File: src/rtl/score_pkg.sv
// Shared types and constants for the score manager.
//   score_state_t : top-level game/display sequencing states
//   SCORE_MAX     : saturation ceiling of the 4-digit score
//   REQ_HIT/BONUS : bit index of each requester in add_req/add_ack
//   sat_add       : 17-bit add of score and points, clamped to SCORE_MAX
package score_pkg;

  typedef enum logic [1:0] {
    IDLE,
    PLAY,
    FINAL_SCORE,
    FINAL_HIGH
  } score_state_t;

  localparam logic [15:0] SCORE_MAX = 16'd9999;

  localparam int unsigned REQ_HIT   = 0;
  localparam int unsigned REQ_BONUS = 1;

  function automatic logic [15:0] sat_add(input logic [15:0] a, input logic [7:0] b);
    logic [16:0] sum;
    sum = {1'b0, a} + {9'd0, b};
    return (sum > {1'b0, SCORE_MAX}) ? SCORE_MAX : sum[15:0];
  endfunction

endpackage

File: src/rtl/score_manager_if.sv
// Game-side bundle of the score manager.
//   master : game FSM / requesters (drive start/over pulses and point requests)
//   slave  : score_manager (returns acks and the display-facing outputs)
interface score_manager_if;
  import score_pkg::*;

  logic        game_start;
  logic        game_over;
  logic [1:0]  add_req;
  logic [7:0]  add_val0;
  logic [7:0]  add_val1;
  logic [1:0]  add_ack;
  logic [15:0] score;
  logic [15:0] high_score;
  logic        show_high;
  logic        blank;
  logic        new_high;

  modport master (
    output game_start, game_over, add_req, add_val0, add_val1,
    input  add_ack, score, high_score, show_high, blank, new_high
  );

  modport slave (
    input  game_start, game_over, add_req, add_val0, add_val1,
    output add_ack, score, high_score, show_high, blank, new_high
  );

endinterface

File: src/rtl/score_arbiter.sv
// Two-way round-robin arbiter (purely combinational; pointer register lives in the parent).
//   req_i   : eligible requests, bit REQ_HIT / REQ_BONUS
//   en_i    : when low, no grant is issued and the pointer holds
//   ptr_i   : requester favoured when both request
//   gnt_o   : one-hot grant
//   ptr_d_o : next pointer value, always the requester not just granted
module score_arbiter
  import score_pkg::*;
(
  input  logic [1:0] req_i,
  input  logic       en_i,
  input  logic       ptr_i,
  output logic [1:0] gnt_o,
  output logic       ptr_d_o
);

  always_comb begin
    gnt_o   = 2'b00;
    ptr_d_o = ptr_i;
    if (en_i) begin
      case (req_i)
        2'b01:   gnt_o[REQ_HIT]   = 1'b1;
        2'b10:   gnt_o[REQ_BONUS] = 1'b1;
        2'b11: begin
          if (ptr_i) gnt_o[REQ_BONUS] = 1'b1;
          else       gnt_o[REQ_HIT]   = 1'b1;
        end
        default: gnt_o = 2'b00;
      endcase
      if (gnt_o != 2'b00) ptr_d_o = gnt_o[REQ_HIT];
    end
  end

endmodule

File: src/rtl/score_manager.sv
// Owns the game score and sequences the score display.
//   clk, reset   : system clock, asynchronous active-high reset
//   bus (slave)  : start/over pulses and point requests in; acks, score, high score
//                  and display controls (show_high, blank, new_high) out
// Points are accumulated with saturation at SCORE_MAX during play. After game over the
// display alternates final/high score every HOLD_CYCLES and blinks every BLINK_CYCLES
// when the game set a new record.
module score_manager
  import score_pkg::*;
#(
  parameter int unsigned HOLD_CYCLES  = 50_000_000,
  parameter int unsigned BLINK_CYCLES = 12_500_000
) (
  input logic            clk,
  input logic            reset,
  score_manager_if.slave bus
);

  localparam int unsigned HoldW  = (HOLD_CYCLES > 1) ? $clog2(HOLD_CYCLES) : 1;
  localparam int unsigned BlinkW = (BLINK_CYCLES > 1) ? $clog2(BLINK_CYCLES) : 1;
  localparam logic [HoldW-1:0]  HoldLast  = HoldW'(HOLD_CYCLES - 1);
  localparam logic [BlinkW-1:0] BlinkLast = BlinkW'(BLINK_CYCLES - 1);

  score_state_t      state_q, state_d;
  logic [15:0]       score_q, score_d;
  logic [15:0]       high_q, high_d;
  logic              new_high_q, new_high_d;
  logic              blank_q, blank_d;
  logic [1:0]        ack_q;
  logic              ptr_q, ptr_d;
  logic [HoldW-1:0]  hold_q, hold_d;
  logic [BlinkW-1:0] blink_q, blink_d;

  logic [1:0]  req_elig;
  logic [1:0]  gnt;
  logic [7:0]  gnt_val;
  logic [15:0] next_score;

  // A request still high during its own ack cycle is the tail of the one just served.
  assign req_elig = bus.add_req & ~ack_q;

  // Acks are issued in every state so requesters never stall.
  score_arbiter u_arb (
    .req_i   (req_elig),
    .en_i    (1'b1),
    .ptr_i   (ptr_q),
    .gnt_o   (gnt),
    .ptr_d_o (ptr_d)
  );

  assign gnt_val    = gnt[REQ_BONUS] ? bus.add_val1 : bus.add_val0;
  assign next_score = ((state_q == PLAY) && (gnt != 2'b00)) ? sat_add(score_q, gnt_val)
                                                             : score_q;

  always_comb begin
    state_d    = state_q;
    score_d    = score_q;
    high_d     = high_q;
    new_high_d = new_high_q;
    blank_d    = blank_q;
    hold_d     = hold_q;
    blink_d    = blink_q;
    if (bus.game_start) begin
      state_d    = PLAY;
      score_d    = 16'd0;
      new_high_d = 1'b0;
      blank_d    = 1'b0;
      hold_d     = '0;
      blink_d    = '0;
    end else begin
      case (state_q)
        PLAY: begin
          score_d = next_score;
          if (bus.game_over) begin
            state_d = FINAL_SCORE;
            hold_d  = '0;
            blink_d = '0;
            blank_d = 1'b0;
            if (next_score > high_q) begin
              high_d     = next_score;
              new_high_d = 1'b1;
            end
          end
        end
        FINAL_SCORE, FINAL_HIGH: begin
          if (hold_q == HoldLast) begin
            hold_d  = '0;
            state_d = (state_q == FINAL_SCORE) ? FINAL_HIGH : FINAL_SCORE;
          end else begin
            hold_d = hold_q + 1'b1;
          end
          // Free-running blink; blank only ever leaves 0 after a record.
          if (blink_q == BlinkLast) begin
            blink_d = '0;
            blank_d = new_high_q & ~blank_q;
          end else begin
            blink_d = blink_q + 1'b1;
          end
        end
        default: state_d = state_q;
      endcase
    end
  end

  always_ff @(posedge clk or posedge reset) begin
    if (reset) begin
      state_q    <= IDLE;
      score_q    <= 16'd0;
      high_q     <= 16'd0;
      new_high_q <= 1'b0;
      blank_q    <= 1'b0;
      ack_q      <= 2'b00;
      ptr_q      <= 1'b0;
      hold_q     <= '0;
      blink_q    <= '0;
    end else begin
      state_q    <= state_d;
      score_q    <= score_d;
      high_q     <= high_d;
      new_high_q <= new_high_d;
      blank_q    <= blank_d;
      ack_q      <= gnt;
      ptr_q      <= ptr_d;
      hold_q     <= hold_d;
      blink_q    <= blink_d;
    end
  end

  assign bus.add_ack    = ack_q;
  assign bus.score      = score_q;
  assign bus.high_score = high_q;
  assign bus.new_high   = new_high_q;
  assign bus.blank      = blank_q;
  assign bus.show_high  = (state_q == FINAL_HIGH);

endmodule

File: src/flat_wrapper.sv
// flat-port wrapper written by rule: the top's interface ports become plain ports
module score_manager_flat import score_pkg::*;
#(
  parameter int unsigned HOLD_CYCLES  = 50_000_000,
  parameter int unsigned BLINK_CYCLES = 12_500_000
)
  (clk, reset, bus_game_start, bus_game_over, bus_add_req, bus_add_val0, bus_add_val1, bus_add_ack, bus_score, bus_high_score, bus_show_high, bus_blank, bus_new_high);
  score_manager_if bus_i ();
  input logic clk;
  input logic reset;
  input wire logic [$bits(bus_i.game_start)-1:0] bus_game_start;
  input wire logic [$bits(bus_i.game_over)-1:0] bus_game_over;
  input wire logic [$bits(bus_i.add_req)-1:0] bus_add_req;
  input wire logic [$bits(bus_i.add_val0)-1:0] bus_add_val0;
  input wire logic [$bits(bus_i.add_val1)-1:0] bus_add_val1;
  output wire logic [$bits(bus_i.add_ack)-1:0] bus_add_ack;
  output wire logic [$bits(bus_i.score)-1:0] bus_score;
  output wire logic [$bits(bus_i.high_score)-1:0] bus_high_score;
  output wire logic [$bits(bus_i.show_high)-1:0] bus_show_high;
  output wire logic [$bits(bus_i.blank)-1:0] bus_blank;
  output wire logic [$bits(bus_i.new_high)-1:0] bus_new_high;
  assign bus_i.game_start = bus_game_start;
  assign bus_i.game_over = bus_game_over;
  assign bus_i.add_req = bus_add_req;
  assign bus_i.add_val0 = bus_add_val0;
  assign bus_i.add_val1 = bus_add_val1;
  assign bus_add_ack = bus_i.add_ack;
  assign bus_score = bus_i.score;
  assign bus_high_score = bus_i.high_score;
  assign bus_show_high = bus_i.show_high;
  assign bus_blank = bus_i.blank;
  assign bus_new_high = bus_i.new_high;
  score_manager #(.HOLD_CYCLES(HOLD_CYCLES), .BLINK_CYCLES(BLINK_CYCLES)) u_core (.clk(clk), .reset(reset), .bus(bus_i));
endmodule
File: config.mk
export PLATFORM = sky130hd
export DESIGN_NAME = score_manager_flat
export DESIGN_NICKNAME = d
export VERILOG_FILES = /design/src/rtl/score_pkg.sv /design/src/rtl/score_manager_if.sv /design/src/rtl/score_arbiter.sv /design/src/rtl/score_manager.sv /design/src/flat_wrapper.sv
export SDC_FILE = /design/constraint.sdc
export NUM_CORES = 1
export LEC_CHECK = 0
export BUFFER_PORTS_ARGS = -buffer_cell sky130_fd_sc_hd__buf_2
export CORE_AREA = 2 2 108 110
export DETAILED_ROUTE_END_ITERATION = 8
export DIE_AREA = 0 0 110 112
export HOLD_SLACK_MARGIN = 0.12
export PLACE_DENSITY = 0.68
export SLEW_MARGIN = 20
export SYNTH_ARGS = -nofsm -noshare
export SYNTH_HDL_FRONTEND = slang
export SYNTH_SLANG_ARGS = --single-unit
File: constraint.sdc
create_clock -name clk -period 14.75 [get_ports clk]
set_clock_uncertainty 0.1 [all_clocks]
set_input_delay 1.475 -clock clk [delete_from_list [all_inputs] [get_ports clk]]
set_output_delay 1.475 -clock clk [all_outputs]
set_load 0.1 [all_outputs]
==> results of run 1 <==
worst max-delay path: cells and delay by family:
| family | cells | cell delay [ns] |
|---|---|---|
| simple gates | 9 | 1.86 |
| fa+ha+maj | 2 | 0.75 |
| buf+inv | 2 | 0.42 |
| mux | 2 | 0.77 |
| compound gates | 8 | 2.29 |
per-layer routing:
metal	up-vias	track usage, %
met2	107	36.0
li1	2220	-
met4	0	9.03
met3	23	4.63
met5	-	0
met1	2155	28.1
logic make-up (layout without fill, tap and decap cells):
group / after synthesis / count (layout)
DFF: 89 / 89
AOI/OAI and AO/OA: 116 / 116
buffers and inverters: 49 / 110
adders and majority gates: 28 / 28
xor gates and xnor gates: 44 / 44
and+or+nand+nor: 240 / 240
muxes: 23 / 23
where the power goes:
| group | total (W) | switching [W] | internal [W] |
|---|---|---|---|
| registers | 0.000283 | 0.0000183 | 0.000265 |
| logic | 0.000323 | 0.000240 | 0.0000830 |
| clock network | 0.000271 | 0.0000999 | 0.000171 |
| total | 0.000876 | 0.000358 | 0.000519 |
Yosys cell counts, drive strengths merged, types with 13 or more instances:
| cell | instances | share of area [%] |
|---|---|---|
| nand3 | 30 | 2.8 |
| nand2 | 52 | 3.6 |
| ha | 27 | 6.2 |
| and3 | 13 | 1.5 |
| dfrtp | 89 | 41 |
| o21ai | 36 | 3.4 |
| mux2 | 22 | 4.5 |
| inv | 32 | 2.2 |
| nand4 | 16 | 1.8 |
| nor2 | 68 | 4.7 |
| xor2 | 28 | 4.5 |
| xnor2 | 16 | 2.6 |
final cells by class:
| class | instances | area [um2] | share of cell area, % |
|---|---|---|---|
| tap | 143 | 179 | 2.88 |
| inverter | 32 | 121 | 1.95 |
| multi-input combinational | 451 | 3020 | 48.6 |
| clock buffer | 10 | 239 | 3.84 |
| clock inverter | 6 | 114 | 1.83 |
| timing repair buffer | 62 | 320 | 5.15 |
| sequential | 89 | 2230 | 35.8 |
flip-flops by register name (all words and copies together), names as in the netlist:
name and flops:
u_core.blink_q 24, u_core.bus.add_ack 2, u_core.bus.blank 1, u_core.bus.high_score 16, u_core.bus.new_high 1, u_core.bus.score 16, u_core.hold_q 26, u_core.ptr_q 1
u_core.state_q 2
worst paths after layout:
check / cells after the start / slack, ns / end / start
max: 23 / 7.30 / u_core.bus.high_score[1] / bus_add_req[0]
min reg2reg: 1 / 0.41 / u_core.bus.add_ack[0] / u_core.ptr_q
min: 1 / 0.41 / u_core.bus.add_ack[0] / u_core.ptr_q
max in group asynchronous: 3 / 12.34 / u_core.blink_q[18] / reset
min in group asynchronous: 2 / 1.11 / u_core.bus.score[6] / reset
max reg2reg: 22 / 8.14 / u_core.bus.high_score[1] / u_core.bus.add_ack[1]
metrics by stage:
| step | worst slack [ns] | power [W] | hold slack [ns] | util (%) | cell area, um2 |
|---|---|---|---|---|---|
| floorplan | 8.08 | 0.000549 | 0.354 | - | 5450 |
| global placement | 7.17 | 0.000604 | 0.382 | 52.5 | 5870 |
| detailed placement | 6.94 | 0.000611 | 0.385 | 52.5 | 5870 |
| CTS | 7.31 | 0.000883 | 0.402 | 55.7 | 6220 |
| global route | 6.75 | 0.000917 | 0.435 | 55.7 | 6220 |
| finish | 7.30 | 0.000876 | 0.410 | 55.7 | 6220 |
==> flow_metrics.py, run 1 <==
metrics = {
    "status": {
        "status": "complete, no violations",
    },
    "sta": {
        "hold_violations": 0,
        "fin_crit_ns": 7.45,
        "setup_violation_total_in_the_final_timing_report": 0,
        "worst_slew_margin_rel_pct": 50.4,
        "final-max-slew-violation-count": 0,
        "fin_crit_sh_pct": 50.5,
        "max_freq_mhz": 134,
        "max_slew.worst_pin.slew_ns": 0.741,
        "fin_setup_tns_ns": 0,
        "grt_setup_unrepaired": "false",
    },
    "logic_synthesis": {
        "adder_and_majority_cell_fraction_of_the_synthesized_area_pct": 6.57,
        "synth_nets": 639,
        "ys_async_sr_fraction_pct": 100,
        "yosys_warnings": 0,
        "yosys.cell_types.count": 66,
        "synth.cell_area_um2": 5450,
        "syn_inst": 589,
        "synth_seq_area_share_pct": 40.9,
        "xor_xnor_share_of_the_synthesized_area_pct": 7.08,
        "synth_compound_area_share_pct": 15.1,
        "largest_family_of_logic_cells_by_synthesized_area": "simple AND/OR/NAND/NOR gates",
        "synth_mux_area_share_pct": 4.73,
        "most_instantiated_flip_flop_cell_in_the_synthesis_netlist": "sky130_fd_sc_hd__dfrtp_1",
        "yosys_register_bits": 89,
        "number_of_enable_type_register_cells_in_the_synthesized_netlist": 0,
        "synth-simple-area-share_pct": 22.0,
        "syn_area_per_cell_um2": 9.24,
    },
    "routing": {
        "wirelength_um": 12800,
        "highest-signal-layer": "met4",
        "detail_route.vias_per_cell": 5.68,
        "route.layer.met1.wl_um": 5550,
        "initialDrtViolationCount": 200,
        "met2WireLength_um": 6250,
        "detail_route.drc_violations": 0,
        "route.detailed.wl_per_inst_um": 16.1,
        "route.antenna.remaining_nets": 0,
        "met3_length_um": 562,
        "dr_total_vias": 4505,
        "drtPass1Iterations": 4,
    },
    "finish": {
        "final_common_cell": "sky130_fd_sc_hd__dfrtp_1",
        "most-common-layout-cells": "sky130_fd_sc_hd__dfrtp_1, sky130_fd_sc_hd__nor2_1, sky130_fd_sc_hd__buf_2",
        "diode_insertion_count_for_antenna_repair": 0,
        "layoutNonFillerInstCount": 793,
        "final.fill_count": 1024,
        "fin_nets": 695,
        "syn2layout_area_growth_pct": 14.3,
        "post_route_cells_drive_above_1_share_pct": 17.4,
    },
    "global_route": {
        "grtUsageTotal_pct": 22.0,
        "grt_ovf": 0,
        "grt_pass1_vias": 4448,
        "grt_start_max_net_pins": 53,
        "grt_pass1_wl_um": 21200,
        "grt_antenna_before_repair": 0,
    },
    "floorplan": {
        "row_count": 39,
        "design.die.area_um2": 12300,
        "dieHeight_um": 112,
        "initial_core_utilization_pct": 48.7,
        "floorplan.core_area_um2": 11200,
        "chipWidth_um": 110,
        "floorplan.io_pins": 59,
    },
    "clock_network": {
        "post_cts_hold_buffer_count": 0,
        "cts.repair_timing.setup_buffer_count": 0,
        "tritoncts_clock_tree": "done",
        "root_buffer": "sky130_fd_sc_hd__clkbuf_16",
        "cts.sink_count": 89,
        "cts-htree-levels": 3,
        "cts_made_buffers": 9,
        "cts_buffer_depth": 2,
        "clk-insertion-delay-late_ns": 0.35,
        "clk_transition_reported_paths_ns": 0.06,
        "postCtsResizedCells": 0,
    },
    "placed_design": {
        "placedCellCount": 777,
        "gp_routability_congestion": 0.924,
        "dp_hpwl_um": 9620,
        "placement.io_buffers": 58,
    },
    "power_and_ir_drop": {
        "pwr_density_cell_nw_per_um2": 141,
        "static-leakage-power_nw": 2.87,
        "ir_drop_uv": 111,
    },
    "min_path": {
        "worstHoldPathType": "reg -> reg",
    },
    "critical_path": {
        "maximum_cell_stage_delay_along_the_critical_path_ns": 0.61,
        "cp.required_ns": 14.88,
        "worstSetupStartpointType": "input port",
        "slowest_stage": "sky130_fd_sc_hd__a22oi_1",
        "arrival_ns": 7.58,
        "crit_top_cell": "sky130_fd_sc_hd__nor2_1",
        "critical_path.cell_chain": "buf_2 > nand2b_1 > nor2_1 > nor2_1 > mux2_2 > ha_1 > nand4_1 > or3_4 > a31oi_1 > nor3_1 > a311o_1 > nand3_1 > nor2_1 > nor2_1 > ha_1 > a21o_1 > a21o_1 > a21o_1 > a211oi_1 > o21ai_0 > a22oi_1 > buf_4 > mux2_2",
        "critical_path.max_fanout": 13,
        "path_class": "in -> reg",
        "setup_crit_end_kind": "register",
    },
    "job": {
        "cap_viol_max_count": 0,
    },
}
Power figures use the tool's default switching activity.
==> run 2, diff against run 1 <==
==> constraint.sdc (replaced) <==
create_clock -name clk -period 7.5 [get_ports clk]
set_clock_uncertainty 0.1 [all_clocks]
set_input_delay 0.75 -clock clk [delete_from_list [all_inputs] [get_ports clk]]
set_output_delay 0.75 -clock clk [all_outputs]
set_load 0.1 [all_outputs]
==> run 2 against run 1 <==
Net effect:
- die area did not move
- critical path type unchanged
- cell area is 0.38% lower
- largest power group unchanged
- first-iteration DRC count grew 32%
- register-to-register slack worse by 6.8 ns
- hold slack worse by 0.093 ns
- highest routed layer unchanged
- count of clock-buffer cells in the layout grew 1
- setup slack worse by 6.1 ns
- critical path depth is the same
- via count up 0.64%
==> flow_metrics.py, run 2 (synthesized netlist as in run 1, its figures left out) <==
metrics = {
    "clock_network": {
        "cts-htree-levels": 3,
        "clk_transition_reported_paths_ns": 0.06,
        "tritoncts_clock_tree": "done",
        "root_buffer": "sky130_fd_sc_hd__clkbuf_16",
        "cts.repair_timing.setup_buffer_count": 0,
        "clk-insertion-delay-late_ns": 0.34,
        "cts.sink_count": 89,
        "cts_buffer_depth": 2,
        "post_cts_hold_buffer_count": 0,
        "postCtsResizedCells": 0,
        "cts_made_buffers": 9,
    },
    "sta": {
        "final-max-slew-violation-count": 0,
        "worst_slew_margin_rel_pct": 49.1,
        "fin_setup_tns_ns": 0,
        "max_freq_mhz": 158,
        "fin_crit_sh_pct": 84.2,
        "max_slew.worst_pin.slew_ns": 0.763,
        "fin_crit_ns": 6.32,
        "grt_setup_unrepaired": "false",
        "setup_violation_total_in_the_final_timing_report": 0,
        "final_critical_path_setup_slack_ns": 1.18,
        "hold_violations": 0,
    },
    "finish": {
        "most-common-layout-cells": "sky130_fd_sc_hd__dfrtp_1, sky130_fd_sc_hd__nor2_1, sky130_fd_sc_hd__buf_2",
        "top_regs": "u_core.hold_q: 26 flops, u_core.blink_q: 24 flops",
        "post_route_cells_drive_above_1_share_pct": 17.4,
        "flip_flop_count_of_the_largest_register_all_copies_and_words_added": 26,
        "layoutNonFillerInstCount": 794,
        "syn2layout_area_growth_pct": 13.8,
        "final.fill_count": 1018,
        "final_common_cell": "sky130_fd_sc_hd__dfrtp_1",
        "diode_insertion_count_for_antenna_repair": 0,
        "fin_nets": 696,
        "registers.top_by_ff_count": "u_core.hold_q",
    },
    "placed_design": {
        "placedCellCount": 778,
        "placement.io_buffers": 58,
        "detailedPlace.worstSlack_ns": 0.828,
        "gp_routability_congestion": 0.906,
        "dp_hpwl_um": 9530,
    },
    "global_route": {
        "grtUsageTotal_pct": 22.0,
        "grt_pass1_vias": 4437,
        "grt_start_max_net_pins": 62,
        "grt_pass1_wl_um": 21400,
        "grt_antenna_before_repair": 0,
        "grt_ovf": 0,
    },
    "min_path": {
        "worstHoldPathType": "in -> async",
    },
    "floorplan": {
        "floorplan.io_pins": 59,
        "initial_core_utilization_pct": 48.7,
        "design.die.area_um2": 12300,
        "chipWidth_um": 110,
        "floorplan.core_area_um2": 11200,
        "row_count": 39,
        "dieHeight_um": 112,
    },
    "power_and_ir_drop": {
        "static-leakage-power_nw": 2.87,
        "pwr_density_cell_nw_per_um2": 271,
        "ir_drop_uv": 307,
    },
    "critical_path": {
        "arrival_ns": 6.44,
        "rr_startpoint": "u_core.bus.add_ack[1]",
        "cp-startpoint": "bus_add_req[0]",
        "critical_path.max_fanout": 13,
        "regToRegSetupSlack_ns": 1.31,
        "path_class": "in -> reg",
        "worstSetupStartpointType": "input port",
        "setup_crit_end_kind": "register",
        "cp.required_ns": 7.62,
    },
    "routing": {
        "dr_total_vias": 4534,
        "route.detailed.wl_per_inst_um": 16.0,
        "detail_route.drc_violations": 0,
        "drtPass1Iterations": 4,
        "initialDrtViolationCount": 264,
        "route.antenna.remaining_nets": 0,
        "detail_route.vias_per_cell": 5.71,
        "wirelength_um": 12700,
    },
    "job": {
        "cap_viol_max_count": 0,
    },
    "status": {
        "status": "complete, no violations",
    },
}
-- run 2: cell count changes in the layout (fill, tap and decap cells not counted), sizes merged --
cell	before	now
buf	62	63
clkinvlp	2	0
bufinv	3	2
clkbuf	10	11
clkinv	1	4
inv	32	31
-- run 2: cell type report --
type / count / area (um2) / share of cell area, %
Clock buffer: 11 / 243 / 3.92
Inverter: 32 / 121 / 1.96
Clock inverter: 5 / 78.8 / 1.27
Tap cell: 143 / 179 / 2.89
Sequential cell: 89 / 2230 / 35.9
Timing Repair Buffer: 63 / 328 / 5.29
Multi-Input combinational cell: 451 / 3020 / 48.7
-- run 2: stage by stage --
step / total power [W] / utilization [%] / hold slack (ns) / instance area, um2
3_3_place_gp: 0.00119 / 52.6 / 0.382 / 5880
4_1_cts: 0.00169 / 55.5 / 0.336 / 6200
2_1_floorplan: 0.00108 / - / 0.354 / 5450
3_5_place_dp: 0.00120 / 52.6 / 0.390 / 5880
6_report: 0.00168 / 55.5 / 0.317 / 6200
5_1_grt: 0.00176 / 55.5 / 0.356 / 6200
-- run 2: path summary, 6_finish.rpt --
kind	cells past startpoint	endpoint
worst min-delay path	2	u_core.bus.score[5]
worst max-delay path	23	u_core.bus.high_score[2]
worst max register to register	22	u_core.bus.high_score[2]
worst min register to register	1	u_core.bus.add_ack[0]
min in group clk	1	u_core.bus.add_ack[0]
max in group asynchronous	3	u_core.blink_q[16]
-- run 2: worst max-delay path, stage by stage --
cell	delay [ns]
sky130_fd_sc_hd__buf_2	0.10
sky130_fd_sc_hd__nand2b_1	0.13
sky130_fd_sc_hd__nor2_1	0.07
sky130_fd_sc_hd__nor2_1	0.57
sky130_fd_sc_hd__mux2_2	0.42
sky130_fd_sc_hd__ha_1	0.50
sky130_fd_sc_hd__nand4_1	0.17
sky130_fd_sc_hd__or3_4	0.38
sky130_fd_sc_hd__a311oi_2	0.28
sky130_fd_sc_hd__xnor2_1	0.23
sky130_fd_sc_hd__nand4bb_1	0.28
sky130_fd_sc_hd__nand3_1	0.23
sky130_fd_sc_hd__nor2_1	0.24
sky130_fd_sc_hd__nor2_1	0.08
sky130_fd_sc_hd__ha_1	0.31
sky130_fd_sc_hd__a21o_1	0.16
sky130_fd_sc_hd__a21o_1	0.17
sky130_fd_sc_hd__a21o_1	0.17
sky130_fd_sc_hd__a211oi_1	0.22
sky130_fd_sc_hd__o21ai_0	0.12
sky130_fd_sc_hd__a22oi_1	0.24
sky130_fd_sc_hd__buf_4	0.25
sky130_fd_sc_hd__mux2_2	0.36
-- run 2: metal layers --
metal  vias up  track usage (%)  wire length, um
li1       2215                -                -
met2       107             36.5             6320
met3        12             3.34              558
met5         -                0                0
met4         0             7.68              199
met1      2200             29.0             5650
-- run 2: power by group --
group	internal, W	switching, W
Combinational	0.000164	0.000473
Clock	0.000301	0.000186
Sequential	0.000521	0.0000370
Total	0.000985	0.000696
